[src/rtl/qrisc32_lsu.sv]
// Qrisc32 load/store stage: one data-bus access per memory op,
// upstream stall while it is outstanding, registered branch redirect.
package risc_pack;
    typedef struct packed {
        logic [3:0]  op;
        logic [4:0]  dst_r;
        logic        write_reg;
        logic        read_mem;
        logic        write_mem;
        logic [31:0] val_r1;
        logic [31:0] val_r2;
        logic [31:0] val_dst;
    } pipe_struct;
endpackage

module qrisc32_lsu #(
    parameter int BUS_TIMEOUT = 16
) (
    input  logic                  clk,
    input  logic                  reset,
    input  risc_pack::pipe_struct pipe_mem_in,
    input  logic                  new_address_valid,
    input  logic [31:0]           new_address,
    output risc_pack::pipe_struct pipe_mem_out,
    output logic                  mem_stall,
    output logic                  fetch_redirect_valid,
    output logic [31:0]           fetch_redirect_addr,
    output logic [31:0]           dmem_addr,
    output logic [31:0]           dmem_wdata,
    output logic                  dmem_rd,
    output logic                  dmem_wr,
    input  logic [31:0]           dmem_rdata,
    input  logic                  dmem_ready,
    output logic                  bus_error,
    output logic                  misalign_error
);

    localparam int CW = $clog2(BUS_TIMEOUT + 1);

    typedef enum logic [1:0] {
        IDLE,
        ACCESS,
        DONE
    } state_t;

    state_t                state, state_n;
    logic [CW-1:0]         cnt, cnt_n;
    logic [31:0]           result, result_n;
    logic [31:0]           addr_n, wdata_n;
    logic                  rd_n, wr_n;
    logic                  berr_n, merr_n;
    risc_pack::pipe_struct out_n;
    logic                  memop;
    logic                  misaligned;

    assign memop      = pipe_mem_in.read_mem | pipe_mem_in.write_mem;
    assign misaligned = |pipe_mem_in.val_r1[1:0];

    always_comb begin
        state_n   = state;
        cnt_n     = cnt;
        result_n  = result;
        addr_n    = dmem_addr;
        wdata_n   = dmem_wdata;
        rd_n      = dmem_rd;
        wr_n      = dmem_wr;
        berr_n    = bus_error;
        merr_n    = misalign_error;
        out_n     = pipe_mem_out;
        mem_stall = 1'b0;
        unique case (state)
            IDLE: begin
                if (memop) begin
                    mem_stall = 1'b1;
                    result_n  = '0;
                    if (misaligned) begin
                        merr_n  = 1'b1;
                        state_n = DONE;
                    end else begin
                        addr_n  = pipe_mem_in.val_r1;
                        wdata_n = pipe_mem_in.val_dst;
                        // read wins when both strobes are requested
                        rd_n    = pipe_mem_in.read_mem;
                        wr_n    = ~pipe_mem_in.read_mem & pipe_mem_in.write_mem;
                        cnt_n   = '0;
                        state_n = ACCESS;
                    end
                end else begin
                    out_n = pipe_mem_in;
                end
            end
            ACCESS: begin
                mem_stall = 1'b1;
                if (dmem_ready) begin
                    if (dmem_rd) result_n = dmem_rdata;
                    rd_n    = 1'b0;
                    wr_n    = 1'b0;
                    state_n = DONE;
                end else if (cnt == CW'(BUS_TIMEOUT - 1)) begin
                    rd_n     = 1'b0;
                    wr_n     = 1'b0;
                    berr_n   = 1'b1;
                    result_n = '0;
                    state_n  = DONE;
                end else if (cnt != CW'(BUS_TIMEOUT)) begin
                    cnt_n = cnt + CW'(1);
                end
            end
            DONE: begin
                out_n = pipe_mem_in;
                if (pipe_mem_in.read_mem) out_n.val_dst = result;
                state_n = IDLE;
            end
            default: state_n = IDLE;
        endcase
    end

    always_ff @(posedge clk or negedge reset) begin
        if (!reset) begin
            state          <= IDLE;
            cnt            <= '0;
            result         <= '0;
            dmem_addr      <= '0;
            dmem_wdata     <= '0;
            dmem_rd        <= 1'b0;
            dmem_wr        <= 1'b0;
            bus_error      <= 1'b0;
            misalign_error <= 1'b0;
            pipe_mem_out   <= '0;
        end else begin
            state          <= state_n;
            cnt            <= cnt_n;
            result         <= result_n;
            dmem_addr      <= addr_n;
            dmem_wdata     <= wdata_n;
            dmem_rd        <= rd_n;
            dmem_wr        <= wr_n;
            bus_error      <= berr_n;
            misalign_error <= merr_n;
            pipe_mem_out   <= out_n;
        end
    end

    // The redirect is never squashed: any outstanding access is older.
    always_ff @(posedge clk or negedge reset) begin
        if (!reset) begin
            fetch_redirect_valid <= 1'b0;
            fetch_redirect_addr  <= '0;
        end else begin
            fetch_redirect_valid <= new_address_valid;
            fetch_redirect_addr  <= new_address;
        end
    end

endmodule

[config.mk]
export PLATFORM = sky130hd
export DESIGN_NAME = qrisc32_lsu
export DESIGN_NICKNAME = d
export VERILOG_FILES = /design/src/rtl/qrisc32_lsu.sv
export SDC_FILE = /design/constraint.sdc
export NUM_CORES = 1
export LEC_CHECK = 0
export CELL_PAD_IN_SITES_DETAIL_PLACEMENT = 0
export CELL_PAD_IN_SITES_GLOBAL_PLACEMENT = 1
export CORE_AREA = 2 2 176 161
export DETAILED_ROUTE_END_ITERATION = 16
export DIE_AREA = 0 0 178 163
export PLACE_DENSITY = 0.92
export SLEW_MARGIN = 20
export SYNTH_ARGS = -nofsm -noshare
export SYNTH_HDL_FRONTEND = slang
export SYNTH_SLANG_ARGS = --single-unit
[constraint.sdc]
create_clock -name clk -period 6.4 [get_ports clk]
set_clock_uncertainty 0.15 [all_clocks]
set_input_delay 0.96 -clock clk [delete_from_list [all_inputs] [get_ports clk]]
set_output_delay 0.96 -clock clk [all_outputs]
set_load 0.05 [all_outputs]
* After elaboration in Yosys (flattened, before gate mapping)
Index checks and enable logic that the tools add are counted.
** Cells by class
- Reduce and logical (&&, ||, !) cells :: 12
- Bitwise operators :: 5
- Muxes and demuxes :: 29
- Equality and inequality tests :: 12
- Add/subtract/negate cells :: 1
** Operators by type and width (count)
- one-hot mux 108 bit (2 select lines) :: 1
- 2-to-1 mux 32 bit :: 5
- 2-to-1 mux 108 bit :: 1
- one-hot mux 32 bit (2 select lines) :: 1
- 2-to-1 mux 5 bit :: 5
- != test 2 bit (second input constant) :: 6
- one-hot mux 5 bit (2 select lines) :: 1
- AND reduction 3 bit :: 3
- 2-to-1 mux 2 bit :: 4
- AND reduction 4 bit :: 2
- 2-to-1 mux 1 bit :: 7
- != test 3 bit (second input constant) :: 2
- one-hot mux 1 bit (2 select lines) :: 3
- AND reduction 6 bit :: 1
- adder 5 x 1 -> 5 bit (second input constant) :: 1
- equality test 5 x 4 -> 1 bit (second input constant) :: 1
- != test 5 bit (second input constant) :: 1
- one-hot mux 2 bit (2 select lines) :: 1
- AND reduction 2 bit :: 2
- nonzero test 2 bit :: 2
- inverter 1 bit :: 3
- equality test 2 x 1 -> 1 bit (second input constant) :: 1
- equality test 2 bit (second input constant) :: 1
- logical NOT 2 bit :: 1
- other kinds (3) :: 3
** Storage, ports and cells
- Bits of input ports :: 176
- Output and inout bits :: 210
- Register bits after elaboration :: 248
- Word-level logic and storage cells :: 78

* Longest topological paths before layout
- Depth after elaboration :: 5
- Mapped depth :: 8
- Mapped depth without buffers :: 7

* Worst setup path before layout
OpenSTA, ideal clock, no wires.
- Kind :: input port to output port
- Start :: in pipe_mem_in[97] in the netlist's numbering
- End :: out mem_stall
- Arrival :: 1640 ps
- Required time :: 5290 ps
- Path slack :: 3650 ps
- Path buffers :: 0
- Stages on the path :: 2
- Path through :: nor3_1 nor2_1
** Between the ends
- Longest elaborated chain between the ends :: 3
** Ends and longest elaborated chain
- from (decl) :: line 21 : input risc_pack::pipe_struct pipe_mem_in,
- OR 1 bit :: line 56 : assign memop = pipe_mem_in.read_mem | pipe_mem_in.write_mem;
- 2-to-1 mux 1 bit :: line 73 : if (memop) begin
- one-hot mux 1 bit (2 select lines) :: line 71 : unique case (state)
- to (decl) :: line 25 : output logic mem_stall,
No other way between the ends.

* Worst setup path in the final report
Ends and elaborated chain as after synthesis.

==> impl_metrics.csv <==
group,metric,value,unit
worst_setup_path,worstPathArrival,2.54,ns
power,swShare,45.8,%
synthesis,ys.warnings.count,0,
synthesis,ys_seq_elements,248,
routing,drc,0,
clock_tree,cts_buffers,27,
global_routing,antenna_found_initial,2,
power,powerDensity,581,nW/um2
global_routing,use_met3,6.30,%
global_routing,met2_usage,30.2,%
timing,max_freq,274,MHz
finish,antenna-diode-count,0,
global_routing,grt_pass1_vias,7445,
routing,firstDrtPassIters,4,
worst_setup_path,cp.required,5.29,ns
synthesis,ys_seq_area_share,66.2,%
clock_tree,clk_latency,0.54,ns
clock_tree,clk_path_buf_depth,3,
timing,post-route-period-util,57.1,%
timing,setup_viol,0,
global_routing,grt_overflow,0,
worst_setup_path,worstRegToRegCells,4,
routing,wirelength,26.5,mm
worst_setup_path,worst_setup_path_end_kind,"primary output",
power,internal_power,4570,uW
routing,drt-vias-per-instance,4.56,
die,design.portCount,386,
clock_tree,cts_root_buffer,"clkbuf_16",
global_routing,grt_usage,17.8,%
global_routing,grt-busiest-layer,"met2",
power,p_seq_share,29.3,%
routing,drtAntennaViolNets,0,
routing,dr.first_iter.drc_count,305,
worst_setup_path,cp_max_fo,7,
die,die_area,29000,um2
synthesis,syn-instance-count,830,
timing,tightest_slew,1.01,ns
clock_tree,h-tree-depth,1,
routing,vias,7235,
global_routing,grt_pass1_wl,40.6,mm
flow_run,maxCapViolCount,0,
placement,port_buffers,385,
clock_tree,cts_tree,"built",
placement,place_area,13500,um2
die,chipHeight,163,um
worst_setup_path,critPathSlowestCell,"clkdlybuf4s50_1",
worst_setup_path,path_common_cell,"clkdlybuf4s50_1",
power,power,8420,uW
timing,final_max_slew_viol_count,0,
die,fp.coreArea,27400,um2
worst_setup_path,path_class,"input pin to primary output",
worst_setup_path,reg2reg_setup_slack,3.70,ns
power,pwr-share-comb,51.1,%
clock_tree,path_clk_slew,0.06,ns
timing,grt_setup_unrepaired,"no",
timing,slew_headroom,32.6,%
worst_setup_path,crit_path_max_incr_delay,0.80,ns
power,peakVddDrop,0.342,mV
min_path,hp-start,"pipe_mem_out[95]",
global_routing,use_met1,21.2,%
clock_tree,holdBufCountCts,0,
min_path,hp-class,"register to register",
worst_setup_path,worstPathCellList,"clkdlybuf4s50_1, nor3_1, nor2_1, clkdlybuf4s50_1",
routing,wl_per_cell,16.7,um
die,placementRows,58,
placement,dp_hpwl,18.6,mm
finish,fillers,2402,
clock_tree,cts.sinks,248,
finish,regArea,6210,um2
die,floorplan.initialDensity,34.3,%
synthesis,syn_avg_cell_area,11.3,um2
finish,multi_input_area,2920,um2
synthesis,syn_area,9380,um2
finish,finalCoreUtilization,53.0,%
die,die_width,178,um
min_path,min_path_cells,2,
worst_setup_path,start_kind,"input pin",
clock_tree,cts_resized,0,
min_path,whs_endpoint,"pipe_mem_out[95]",
worst_setup_path,regToRegEndpoint,"pipe_mem_out[27]",
power,p_leak,0.00659,uW
outcome,status,"completed",
placement,gp_congestion,0.838,
finish,drive_above_1_share,10.1,%
power,clkPwrFrac,19.6,%
synthesis,syn-num-nets,1009,
clock_tree,cts_setup_buffers,0,
finish,syn2layout_area_growth,54.6,%
synthesis,synthDistinctLibCells,36,
power,p_switching,3860,uW
global_routing,grt_max_degree,129,
worst_setup_path,timing.rr.start,"state[0]",
timing,final.setup.tns,0,ns
finish,nNetsFinal,1386,
timing,min_period,3.65,ns
finish,final_cell_area,14500,um2
timing,hold_viol,0,
[cell usage after synthesis]
master	number	share of area (%)
nor3_1	2	0.11
o21ai_1	5	0.27
clkbuf_1	12	0.48
nor2_1	7	0.28
nor4b_1	1	0.093
buf_4	9	0.72
mux2_1	4	0.48
a31o_2	1	0.093
and3_1	1	0.067
dfrtp_1	248	66
or4bb_1	1	0.12
a22o_1	1	0.093
or2_2	1	0.067
nand2_1	323	13
o21ba_2	1	0.11
o21ai_0	67	3.6
nand3b_1	1	0.080
a21oi_2	1	0.093
mux2i_1	32	3.4
buf_2	20	1.1
ha_1	3	0.40
and2_1	1	0.067
a22oi_2	1	0.13
inv_1	6	0.24
nand3_1	3	0.16
nor2b_1	4	0.27
mux2_2	60	7.2
nand2b_1	3	0.20
buf_6	3	0.36
o21bai_1	1	0.080
o31ai_1	1	0.080
a21oi_1	2	0.11
nor3_4	1	0.17
inv_2	1	0.040
o2bb2ai_1	1	0.093
a31oi_1	1	0.067
[cell type report]
class / instances / area share (%)
clock buffer: 35 / 5.15
clock inverter: 14 / 1.43
inverter: 7 / 0.181
multi-input combinational: 531 / 20.2
sequential: 248 / 42.8
tap: 360 / 3.11
timing repair buffer: 392 / 27.2
[kinds of logic after synthesis]
| logic type | Yosys count | share of synthesized area, % |
|---|---|---|
| compound gates | 83 | 4.79 |
| fa+ha+maj | 3 | 0.400 |
| buf+inv | 51 | 2.91 |
| flops | 248 | 66.2 |
| mux | 96 | 11.1 |
| simple gates | 349 | 14.6 |
[placed cells by master (no fill, tap or decap), types with 2 or more instances in the layout]
cell type          n
clkbuf_1           4
clkbuf_8           4
nor3_1             2
o21ai_0           67
nand2b_1           3
nand2_1          322
bufinv_16          5
nor2b_1            4
nand3_1            2
buf_4              5
inv_6              2
clkdlybuf4s50_1  384
clkinv_2           5
nor2_1             5
clkinvlp_4         2
a21oi_1            2
clkbuf_16         27
mux2i_1           32
inv_1              6
dfrtp_1          248
o21ai_1            5
ha_1               3
mux2_1             4
mux2_2            60
buf_12             2
[worst max-delay path, delay by kind of cell]
kind / cells / cell delay, ns
buffers and inverters: 2 / 1.39
AND/OR/NAND/NOR: 2 / 0.19
[through the flow]
stage | setup slack (ns) | hold WS [ns] | instances
4_1_cts | 2.74 | 0.326 | 1587
3_5_place_dp | 2.73 | 0.311 | 1538
3_3_place_gp | 2.74 | 0.306 | 1538
2_1_floorplan | 3.65 | 0.299 | 830
5_1_grt | 2.68 | 0.337 | 1587
6_report | 2.75 | 0.321 | 1587
[sequential cells by signal, indices dropped and copies added (netlist names)]
name,flops
pipe_mem_out,108
dmem_addr,32
dmem_wdata,32
fetch_redirect_addr,32
result,32
cnt,5
state,2
bus_error,1
dmem_rd,1
dmem_wr,1
fetch_redirect_valid,1
misalign_error,1
[worst max path at each step]
| stage | from | to | slack (ns) | depth (start not counted) |
|---|---|---|---|---|
| floorplan | pipe_mem_in[97] | mem_stall | 3.65 | 2 |
| detailed placement | pipe_mem_in[97] | dmem_addr[21] | 2.73 | 5 |
| global route | pipe_mem_in[97] | mem_stall | 2.68 | 4 |
| finish | pipe_mem_in[97] | mem_stall | 2.75 | 4 |
| global placement | pipe_mem_in[97] | mem_stall | 2.74 | 4 |
| CTS | pipe_mem_in[97] | mem_stall | 2.74 | 4 |
[metal layers]
| metal | routed length (um) | up-vias |
|---|---|---|
| met1 | 10200 | 3426 |
| met2 | 12800 | 300 |
| li1 | - | 3459 |
| met3 | 2720 | 46 |
| met5 | 28 | - |
| met4 | 767 | 4 |
[power groups by stage]
stage | registers (uW) | clock network, uW | logic [uW]
3_5_place_dp | 2500 | 0 | 4340
6_report | 2470 | 1650 | 4300
5_1_grt | 2540 | 1760 | 4530
2_1_floorplan | 4380 | 0 | 885
3_3_place_gp | 2470 | 0 | 4300
4_1_cts | 2480 | 1700 | 4350
Power figures use the tool's default switching activity.
